File: config.mk
export PLATFORM = sky130hd
export DESIGN_NAME = serial_adder
export DESIGN_NICKNAME = d
export VERILOG_FILES = /design/src/rtl/serial_adder.sv
export SDC_FILE = /design/constraint.sdc
export NUM_CORES = 1
export LEC_CHECK = 0
export CORE_AREA = 2 2 76 78
export DETAILED_ROUTE_END_ITERATION = 12
export DIE_AREA = 0 0 78 80
export PLACE_DENSITY = 0.55
export SYNTH_ARGS = -nofsm -noshare
export SYNTH_HDL_FRONTEND = slang
export SYNTH_SLANG_ARGS = --single-unit
export TNS_END_PERCENT = 50
File: constraint.sdc
create_clock -name clk -period 1.95 [get_ports clk]
set_input_delay 0.39 -clock clk [delete_from_list [all_inputs] [get_ports clk]]
set_output_delay 0.39 -clock clk [all_outputs]
set_load 0.01 [all_outputs]
File: src/rtl/serial_adder.sv
// Bit-serial N-bit adder: one full-adder cell, LSB-first, start/done handshake.
// Optional signed-overflow output enabled by defining SERIAL_ADDER_OVF_EN.
module serial_adder #(
  parameter int N = 8
) (
  input  logic         clk,
  input  logic         reset,
  input  logic         start,
  input  logic [N-1:0] a,
  input  logic [N-1:0] b,
  input  logic         cin,
  output logic         busy,
  output logic         done,
  output logic [N-1:0] sum,
  output logic         cout
`ifdef SERIAL_ADDER_OVF_EN
  ,
  output logic         ovf
`endif
);

  localparam int CW = $clog2(N);

  typedef enum logic [1:0] {
    IDLE  = 2'd0,
    SHIFT = 2'd1,
    DONE  = 2'd2
  } state_t;

  state_t        state;
  logic [N-1:0]  sa;
  logic [N-1:0]  sb;
  logic [N-1:0]  ss;
  logic          c;
  logic [CW-1:0] cnt;
  logic          s;
  logic          co;

  // Team full-adder cell, returns {carry, sum}.
  function automatic logic [1:0] full_add(input logic x, input logic y, input logic ci);
    return {(x & y) | (x & ci) | (y & ci), x ^ y ^ ci};
  endfunction

  assign {co, s} = full_add(sa[0], sb[0], c);

  // Control FSM, operand/sum shift registers and registered outputs.
  always_ff @(posedge clk) begin
    if (reset) begin
      state <= IDLE;
      sa    <= '0;
      sb    <= '0;
      ss    <= '0;
      c     <= 1'b0;
      cnt   <= '0;
      busy  <= 1'b0;
      done  <= 1'b0;
      sum   <= '0;
      cout  <= 1'b0;
`ifdef SERIAL_ADDER_OVF_EN
      ovf   <= 1'b0;
`endif
    end else begin
      case (state)
        IDLE: begin
          done <= 1'b0;
          if (start) begin
            sa    <= a;
            sb    <= b;
            c     <= cin;
            cnt   <= '0;
            busy  <= 1'b1;
            state <= SHIFT;
          end else begin
            busy  <= 1'b0;
            state <= IDLE;
          end
        end
        SHIFT: begin
          sa  <= {1'b0, sa[N-1:1]};
          sb  <= {1'b0, sb[N-1:1]};
          ss  <= {s, ss[N-1:1]};
          c   <= co;
          cnt <= cnt + CW'(1);
          // Last bit: c is the carry into the MSB, co the carry out of it.
          if (cnt == CW'(N - 1)) begin
            sum   <= {s, ss[N-1:1]};
            cout  <= co;
`ifdef SERIAL_ADDER_OVF_EN
            ovf   <= c ^ co;
`endif
            busy  <= 1'b0;
            done  <= 1'b1;
            state <= DONE;
          end else begin
            busy  <= 1'b1;
            state <= SHIFT;
          end
        end
        DONE: begin
          done  <= 1'b0;
          busy  <= 1'b0;
          state <= IDLE;
        end
        default: begin
          done  <= 1'b0;
          busy  <= 1'b0;
          state <= IDLE;
        end
      endcase
    end
  end

endmodule

==> Word-level counts from Yosys, hierarchy flattened <==
Index checks and enable logic that the tools add are counted.
{ "totals": {"register_bits": 41, "inputBits": 20, "output_inout_bits": 11} }
{ "classes": {"n_addsub": 1, "eq_ne": 3, "muxes": 14, "bitwise_logic": 8, "reduce_logical": 5} }
{ "op_table": {"columns": ["cell", "count"], "rows": [
  ["8-bit one-hot mux with 2 select lines", 2],
  ["8-bit 2-to-1 mux", 2],
  ["3-bit one-hot mux with 2 select lines", 1],
  ["1-bit 2-to-1 mux", 4],
  ["1-bit one-hot mux with 2 select lines", 2],
  ["2-bit one-hot mux with 2 select lines", 1],
  ["2-bit AND reduction", 2],
  ["3-bit by 1-bit adder with 3-bit output, second input constant", 1],
  ["1-bit bitwise AND", 3],
  ["3-bit == test, second input constant", 1],
  ["3-bit 2-to-1 mux", 1],
  ["2-bit by 1-bit == test with 1-bit output, second input constant", 1],
  ["2-bit logical NOT", 1],
  ["2-bit 2-to-1 mux", 1],
  ["2-bit inequality test, second input constant", 1],
  ["1-bit OR", 2],
  ["2-bit nonzero test", 1],
  ["2-bit OR reduction", 1],
  ["1-bit XOR", 2],
  ["1-bit inverter", 1]
]} }

==> Longest topological paths before layout <==
Gate-level depths: netlist of the first run.
{ "depth": {"word_depth": 4, "mapped_depth": 5, "ltp_nobuf": 5} }

==> Worst setup path after synthesis of the first run <==
Ideal clock, no wire load.
{ "synth_timing": {"path_kind": "register -> register", "start": "register state[0]", "end": "register sum[0]", "arrival_ns": 1.127, "required_ns": 1.879, "slack_ns": 0.753, "path_stages_with_launch": 6, "n_path_buf": 2, "synth_period_minus_slack_ns": 1.197, "cell_sequence": "dfxtp_1 and2b_1 buf_2 buf_4 nand3_1 a21oi_1"} }
{ "synth_via": {"elab_chain_cells": 2} }
{ "synth_lines": {"columns": ["element", "line", "source"], "rows": [
  ["start, declared", "30", "state_t state;"],
  ["start signal, assigned", "49", "state <= IDLE;"],
  ["start signal, assigned", "72", "state <= SHIFT;"],
  ["start signal, assigned", "75", "state <= IDLE;"],
  ["2-bit by 1-bit == test with 1-bit output", "63", "case (state)"],
  ["2-bit AND reduction (no source line)", null, null],
  ["end signal, assigned", "86", "sum <= {s, ss[N-1:1]};"],
  ["end, declared", "14", "output logic [N-1:0] sum,"]
]} }
No other way between the ends.
A chain may end at the register's enable or synchronous reset.

==> flow_metrics.env, run 1 <==
export IMPL_wl_per_cell_um=11.44
export IMPL_power_switching_w=0.0003726
export IMPL_ios=31
export IMPL_pwr_share_seq_pct=52.7
export IMPL_grt_pass1_vias=1157
export IMPL_fin_hold_ws_ps=456.6
export IMPL_worstSetupPathType="reg -> out"
export IMPL_min_period_ps=1722
export IMPL_cts_buffers=5
export IMPL_fmax_ghz=0.5808
export IMPL_timing_final_hold_violations=0
export IMPL_cts_buffer_depth=2
export IMPL_cp_slowest_stage_delay_ps=590
export IMPL_clkPwrFrac_pct=36.5
export IMPL_grt_pass1_wl_um=5237
export IMPL_syn_nets=193
export IMPL_ir_worst_vdd_uv=302.2
export IMPL_fin_nets=223
export IMPL_grt_use_total_pct=10.74
export IMPL_switching_share_pct=23.02
export IMPL_synth_avg_cell_area_um2=9.252
export IMPL_yosysTopAreaCellShare_pct=49.64
export IMPL_post_cts_setup_buffer_count=0
export IMPL_postRouteAntennaNets=0
export IMPL_worst_slack_ps=228.2
export IMPL_grt_max_degree=40
export IMPL_p_per_area_mw_per_mm2=793.3
export IMPL_post_route_period_util_pct=88.30
export IMPL_antennaDiodeCount=0
export IMPL_pwr_share_comb_pct=10.8
export IMPL_fin_skew_ps=4.533
export IMPL_ys_ff_latch=39
export IMPL_crit_path_max_fanout=7
export IMPL_clock_sinks=39
export IMPL_drive_gt1_share_pct=6.965
export IMPL_synthesis_area_mm2=0.001573
export IMPL_coreArea_mm2=0.005405
export IMPL_synth_seq_area_share_pct=49.64
export IMPL_grt_remaining_overflow=0
export IMPL_dp_slack_ps=255.9
export IMPL_syn_to_final_growth_pct=29.75
export IMPL_die_y_um=80
export IMPL_synth_cell_types=22
export IMPL_crit_required_ps=1560
export IMPL_rsz0062_at_grt="false"
export IMPL_start_util_pct=29.10
export IMPL_internal_power_w=0.001246
export IMPL_relSlewSlack_pct=69.49
export IMPL_first_pass_iters=4
export IMPL_cts_resized_gates=0
export IMPL_yosysWarnings=0
export IMPL_initialDrtViolationCount=61
export IMPL_final_core_util_pct=37.75
export IMPL_leakagePower_nw=0.7693
export IMPL_post_dp_hpwl_um=2051
export IMPL_routed_via_density=4.593
export IMPL_setup_tns_ps=0
export IMPL_die_area_mm2=0.006240
export IMPL_die_x_um=78
export IMPL_cts_root_buffer="clkbuf_8"
export IMPL_worst_slew_pin_slew_ps=456.2
export IMPL_crit_family="buffers and inverters"
export IMPL_gp_congestion=0.6696
export IMPL_worstHoldPathType="reg -> reg"
export IMPL_path_cells="clkdlybuf4s50_1"
export IMPL_post_synth_top_area_cell="dfxtp_1"
export IMPL_critical_path_buf_inv_count=1
export IMPL_path_clk_slew_ps=70
export IMPL_arrival_ps=1330
export IMPL_num_rows=27
export IMPL_start_kind="flop"
export IMPL_via_count=1254
export IMPL_finalSetupViolCount=0
export IMPL_port_buffers=30
export IMPL_drt_total_wl_um=3123
export IMPL_outcome="completed"
export IMPL_cts_tree="built"
export IMPL_drv_cap=0
export IMPL_clk_insertion_delay_late_ps=290
export IMPL_antenna_found_initial=0
export IMPL_cp_end_kind="output pin"
export IMPL_synth_area_top_cells="dfxtp_1 (50%), mux2i_1 (11%), a211oi_1 (7.2%)"
export IMPL_cts_hold_buffers=0
export IMPL_drv_slew=0
export IMPL_drcViolationCount=0
export IMPL_worst_path_max_delay_cell="clkdlybuf4s50_1"
export IMPL_htree_levels=2
export IMPL_synthCells=170
[state kept, by name (all words and copies together) (netlist names)]
| signal | count |
|---|---|
| ss | 7 |
| sa | 8 |
| sb | 8 |
| sum | 8 |
| state | 2 |
| cout | 1 |
| cnt | 3 |
| done | 1 |
| c | 1 |
[power by group through the flow]
stage                     Clock (W)  Combinational, W  Sequential [W]
final                      0.000591          0.000175        0.000854
after floorplan                   0          0.000114        0.000868
after detailed placement          0          0.000176        0.000872
after CTS                  0.000616          0.000177        0.000854
after global placement            0          0.000175        0.000872
after global routing       0.000645          0.000194        0.000859
[kinds of logic (layout without fill, tap and decap cells)]
logic type	after synthesis	after routing	synth area share, %
AND/OR/NAND/NOR	61	61	16.47
flip-flops	39	39	49.64
AO/OA/AOI/OAI	36	36	14.88
multiplexers	17	17	10.82
buffers and inverters	14	45	5.330
adder cells (fa/ha/maj)	3	3	2.864
[layout by cell type (no fill, tap or decap), drive strengths merged]
master / count
nand3: 9
a21oi: 16
dfxtp: 39
ha: 2
a22oi: 4
nand2: 23
clkbuf: 8
fa: 1
clkdlybuf4s50: 30
nor2: 22
buf: 6
nand3b: 1
nand2b: 2
nor3: 2
nor3b: 1
inv: 1
and2b: 1
mux2i: 17
o21bai: 1
a211oi: 15
[Yosys cell counts]
| cell type | number |
|---|---|
| nand2_1 | 23 |
| dfxtp_1 | 39 |
| nor3_1 | 2 |
| buf_4 | 1 |
| nor3b_1 | 1 |
| buf_6 | 1 |
| mux2i_1 | 17 |
| buf_12 | 1 |
| ha_1 | 2 |
| clkbuf_1 | 7 |
| o21bai_2 | 1 |
| a21oi_1 | 16 |
| a22oi_1 | 4 |
| and2b_1 | 1 |
| a211oi_1 | 15 |
| nand3b_1 | 1 |
| fa_1 | 1 |
| nand2b_1 | 2 |
| nand3_1 | 9 |
| buf_2 | 3 |
| nor2_1 | 22 |
| inv_1 | 1 |
[per-layer routing]
metal  global-route usage [%]  wire [µm]  vias to the layer above
met5                        0          0                        -
met3                    2.715        127                        5
met4                    5.789         53                        0
met1                    13.20       1629                      577
li1                         -          -                      649
met2                    17.24       1313                       23
[cell type report]
class,count,area [µm²]
Timing Repair Buffer,36,357.8
Fill cell,563,3364
Inverter,1,3.754
Tap cell,72,90.09
Clock buffer,8,100.1
Sequential cell,39,780.7
Multi-Input combinational cell,117,708.2
[worst paths after layout]
kind                  from  endpoint  slack [ps]  depth (start not counted)
setup reg to reg    cnt[0]    sum[0]         570                          5
hold / removal      sum[3]    sum[3]         460                          2
setup / recovery  state[0]      busy         230                          1
hold reg to reg     sum[3]    sum[3]         460                          2
[stage by stage]
step | instances | power (W) | instance area [µm²]
2_1_floorplan | 170 | 0.0009812 | 1573
3_3_place_gp | 265 | 0.001047 | 1941
3_5_place_dp | 265 | 0.001048 | 1941
4_1_cts | 273 | 0.001647 | 2041
5_1_grt | 273 | 0.001698 | 2041
6_report | 273 | 0.001619 | 2041
Power figures use the tool's default switching activity.
==> inputs of run 2 (changes only) <==
--- a/config.mk
+++ b/config.mk
@@ -8,7 +8,7 @@
 export CORE_AREA = 2 2 76 78
 export DETAILED_ROUTE_END_ITERATION = 12
 export DIE_AREA = 0 0 78 80
-export PLACE_DENSITY = 0.55
+export SLEW_MARGIN = 20
 export SYNTH_ARGS = -nofsm -noshare
 export SYNTH_HDL_FRONTEND = slang
 export SYNTH_SLANG_ARGS = --single-unit
==> flow_metrics.env, run 2 (synthesis results as in run 1) <==
export IMPL_r2r_cells=3
export IMPL_cts_buffer_depth=2
export IMPL_internal_power_w=0.001201
export IMPL_fillers=577
export IMPL_num_rows=27
export IMPL_cts_buffers=5
export IMPL_critical_path_buf_inv_count=1
export IMPL_cp_slowest_stage_delay_ps=590
export IMPL_post_cts_setup_buffer_count=0
export IMPL_post_dp_hpwl_um=2012
export IMPL_drcViolationCount=0
export IMPL_p_per_area_mw_per_mm2=772.4
export IMPL_via_count=1240
export IMPL_power_switching_w=0.0003638
export IMPL_placed_cells=263
export IMPL_cts_resized_gates=0
export IMPL_wl_per_cell_um=11.32
export IMPL_start_kind="flop"
export IMPL_clock_sinks=39
export IMPL_first_pass_iters=4
export IMPL_setup_tns_ps=0
export IMPL_grt_max_degree=40
export IMPL_path_clk_slew_ps=70
export IMPL_fmax_ghz=0.5781
export IMPL_die_area_mm2=0.006240
export IMPL_post_route_period_util_pct=88.71
export IMPL_drv_cap=0
export IMPL_htree_levels=2
export IMPL_grt_pass1_wl_um=5257
export IMPL_reg_top3="sa: 8 flops, sb: 8 flops, sum: 8 flops"
export IMPL_final_cells=270
export IMPL_rrSetupSlack_ps=540
export IMPL_crit_family="buffers and inverters"
export IMPL_fin_skew_ps=5.682
export IMPL_clkPwrFrac_pct=34.3
export IMPL_pwr_share_seq_pct=54.6
export IMPL_mostFrequentLayoutCells="dfxtp_1 (39), clkdlybuf4s50_1 (30), nand2_1 (23)"
export IMPL_worst_path_max_delay_cell="clkdlybuf4s50_1"
export IMPL_coreArea_mm2=0.005405
export IMPL_switching_share_pct=23.25
export IMPL_grt_use_total_pct=10.55
export IMPL_drive_gt1_share_pct=6.061
export IMPL_finalSetupViolCount=0
export IMPL_path_cells="clkdlybuf4s50_1"
export IMPL_initialDrtViolationCount=79
export IMPL_routed_via_density=4.593
export IMPL_crit_end="busy"
export IMPL_relSlewSlack_pct=60.01
export IMPL_cp_depth=1
export IMPL_syn_to_final_growth_pct=28.80
export IMPL_arrival_ps=1340
export IMPL_ios=31
export IMPL_antenna_found_initial=0
export IMPL_die_y_um=80
export IMPL_leakagePower_nw=0.7605
export IMPL_final_common_cell="dfxtp_1"
export IMPL_start_util_pct=29.10
export IMPL_min_period_ps=1730
export IMPL_outcome="completed"
export IMPL_clk_insertion_delay_late_ps=280
export IMPL_grt_pass1_vias=1169
export IMPL_cp_startpoint="state[0]"
export IMPL_gp_congestion=0.7039
export IMPL_postRouteAntennaNets=0
export IMPL_cts_root_buffer="clkbuf_8"
export IMPL_ir_worst_vdd_uv=281.6
export IMPL_pwr_share_comb_pct=11.1
export IMPL_crit_required_ps=1560
export IMPL_grt_remaining_overflow=0
export IMPL_antennaDiodeCount=0
export IMPL_rsz0062_at_grt="false"
export IMPL_r2r_end="cout"
export IMPL_worstHoldPathType="reg -> reg"
export IMPL_worst_slew_pin_slew_ps=599.8
export IMPL_cp_end_kind="output pin"
export IMPL_port_buffers=30
export IMPL_worstReg2RegStart="state[0]"
export IMPL_timing_final_hold_violations=0
export IMPL_fin_nets=221
export IMPL_worstSetupPathType="reg -> out"
export IMPL_die_x_um=78
export IMPL_cts_hold_buffers=0
export IMPL_cts_tree="built"
export IMPL_drt_total_wl_um=3057
export IMPL_drv_slew=0
export IMPL_crit_path_max_fanout=7
## run 2: cell types whose count changed in the layout (fill, tap and decap cells not counted), sizes merged
cell    change
buf         -2
clkinv      +1
clkbuf      -2
## run 2: layer usage
layer | GRT usage [%] | vias to the layer above | part of all wire (%)
met3 | 3.394 | 2 | 4.7
met4 | 3.684 | 0 | 1.0
met1 | 13.20 | 572 | 50
li1 | - | 645 | -
met2 | 17.07 | 21 | 44
met5 | 0 | - | 0
## run 2: stage by stage
stage | area (µm²) | hold slack [ps] | setup WS (ps) | utilization (%) | total power (W)
after detailed placement | 1938 | 445.7 | 232.2 | 35.86 | 0.001048
final | 2026 | 456.1 | 220.1 | 37.48 | 0.001565
after CTS | 2026 | 456.3 | 198.7 | 37.48 | 0.001593
after global placement | 1938 | 445.9 | 274.6 | 35.86 | 0.001045
after global routing | 2026 | 478.2 | 170.8 | 37.48 | 0.001648
after floorplan | 1573 | 436.6 | 752.7 | - | 0.0009812
## run 2: power by group through the flow
stage                     clock network [W]  logic (W)  registers, W
final                              0.000537   0.000174      0.000854
after global routing               0.000595   0.000195      0.000858
after CTS                          0.000562   0.000176      0.000854
after detailed placement                  0   0.000175      0.000872
after global placement                    0   0.000173      0.000872
after floorplan                           0   0.000114      0.000868
## run 2: worst min path at each step
stage	startpoint	end	slack, ps	cells past startpoint
after floorplan	ss[1]	ss[1]	440	2
after global placement	ss[1]	ss[1]	450	2
after detailed placement	sum[3]	sum[3]	450	2
after CTS	sum[3]	sum[3]	460	2
after global routing	ss[1]	ss[1]	480	2
final	sum[3]	sum[3]	460	2
## run 2: cell type report
cell class / instances / area, µm² / share of cell area, %
tap: 72 / 90.09 / 4.447
timing repair buffer: 34 / 355.3 / 17.54
inverter: 1 / 3.754 / 0.1853
sequential: 39 / 780.7 / 38.54
clock inverter: 1 / 5.005 / 0.2471
clock buffer: 6 / 82.58 / 4.077
multi-input combinational: 117 / 708.2 / 34.96
## run 2: worst reg2reg max path, cell delays in order, from the launching register on
cell and delay [ps]:
dfxtp_1 470, and2b_1 560, nand3_1 180, a21oi_1 140
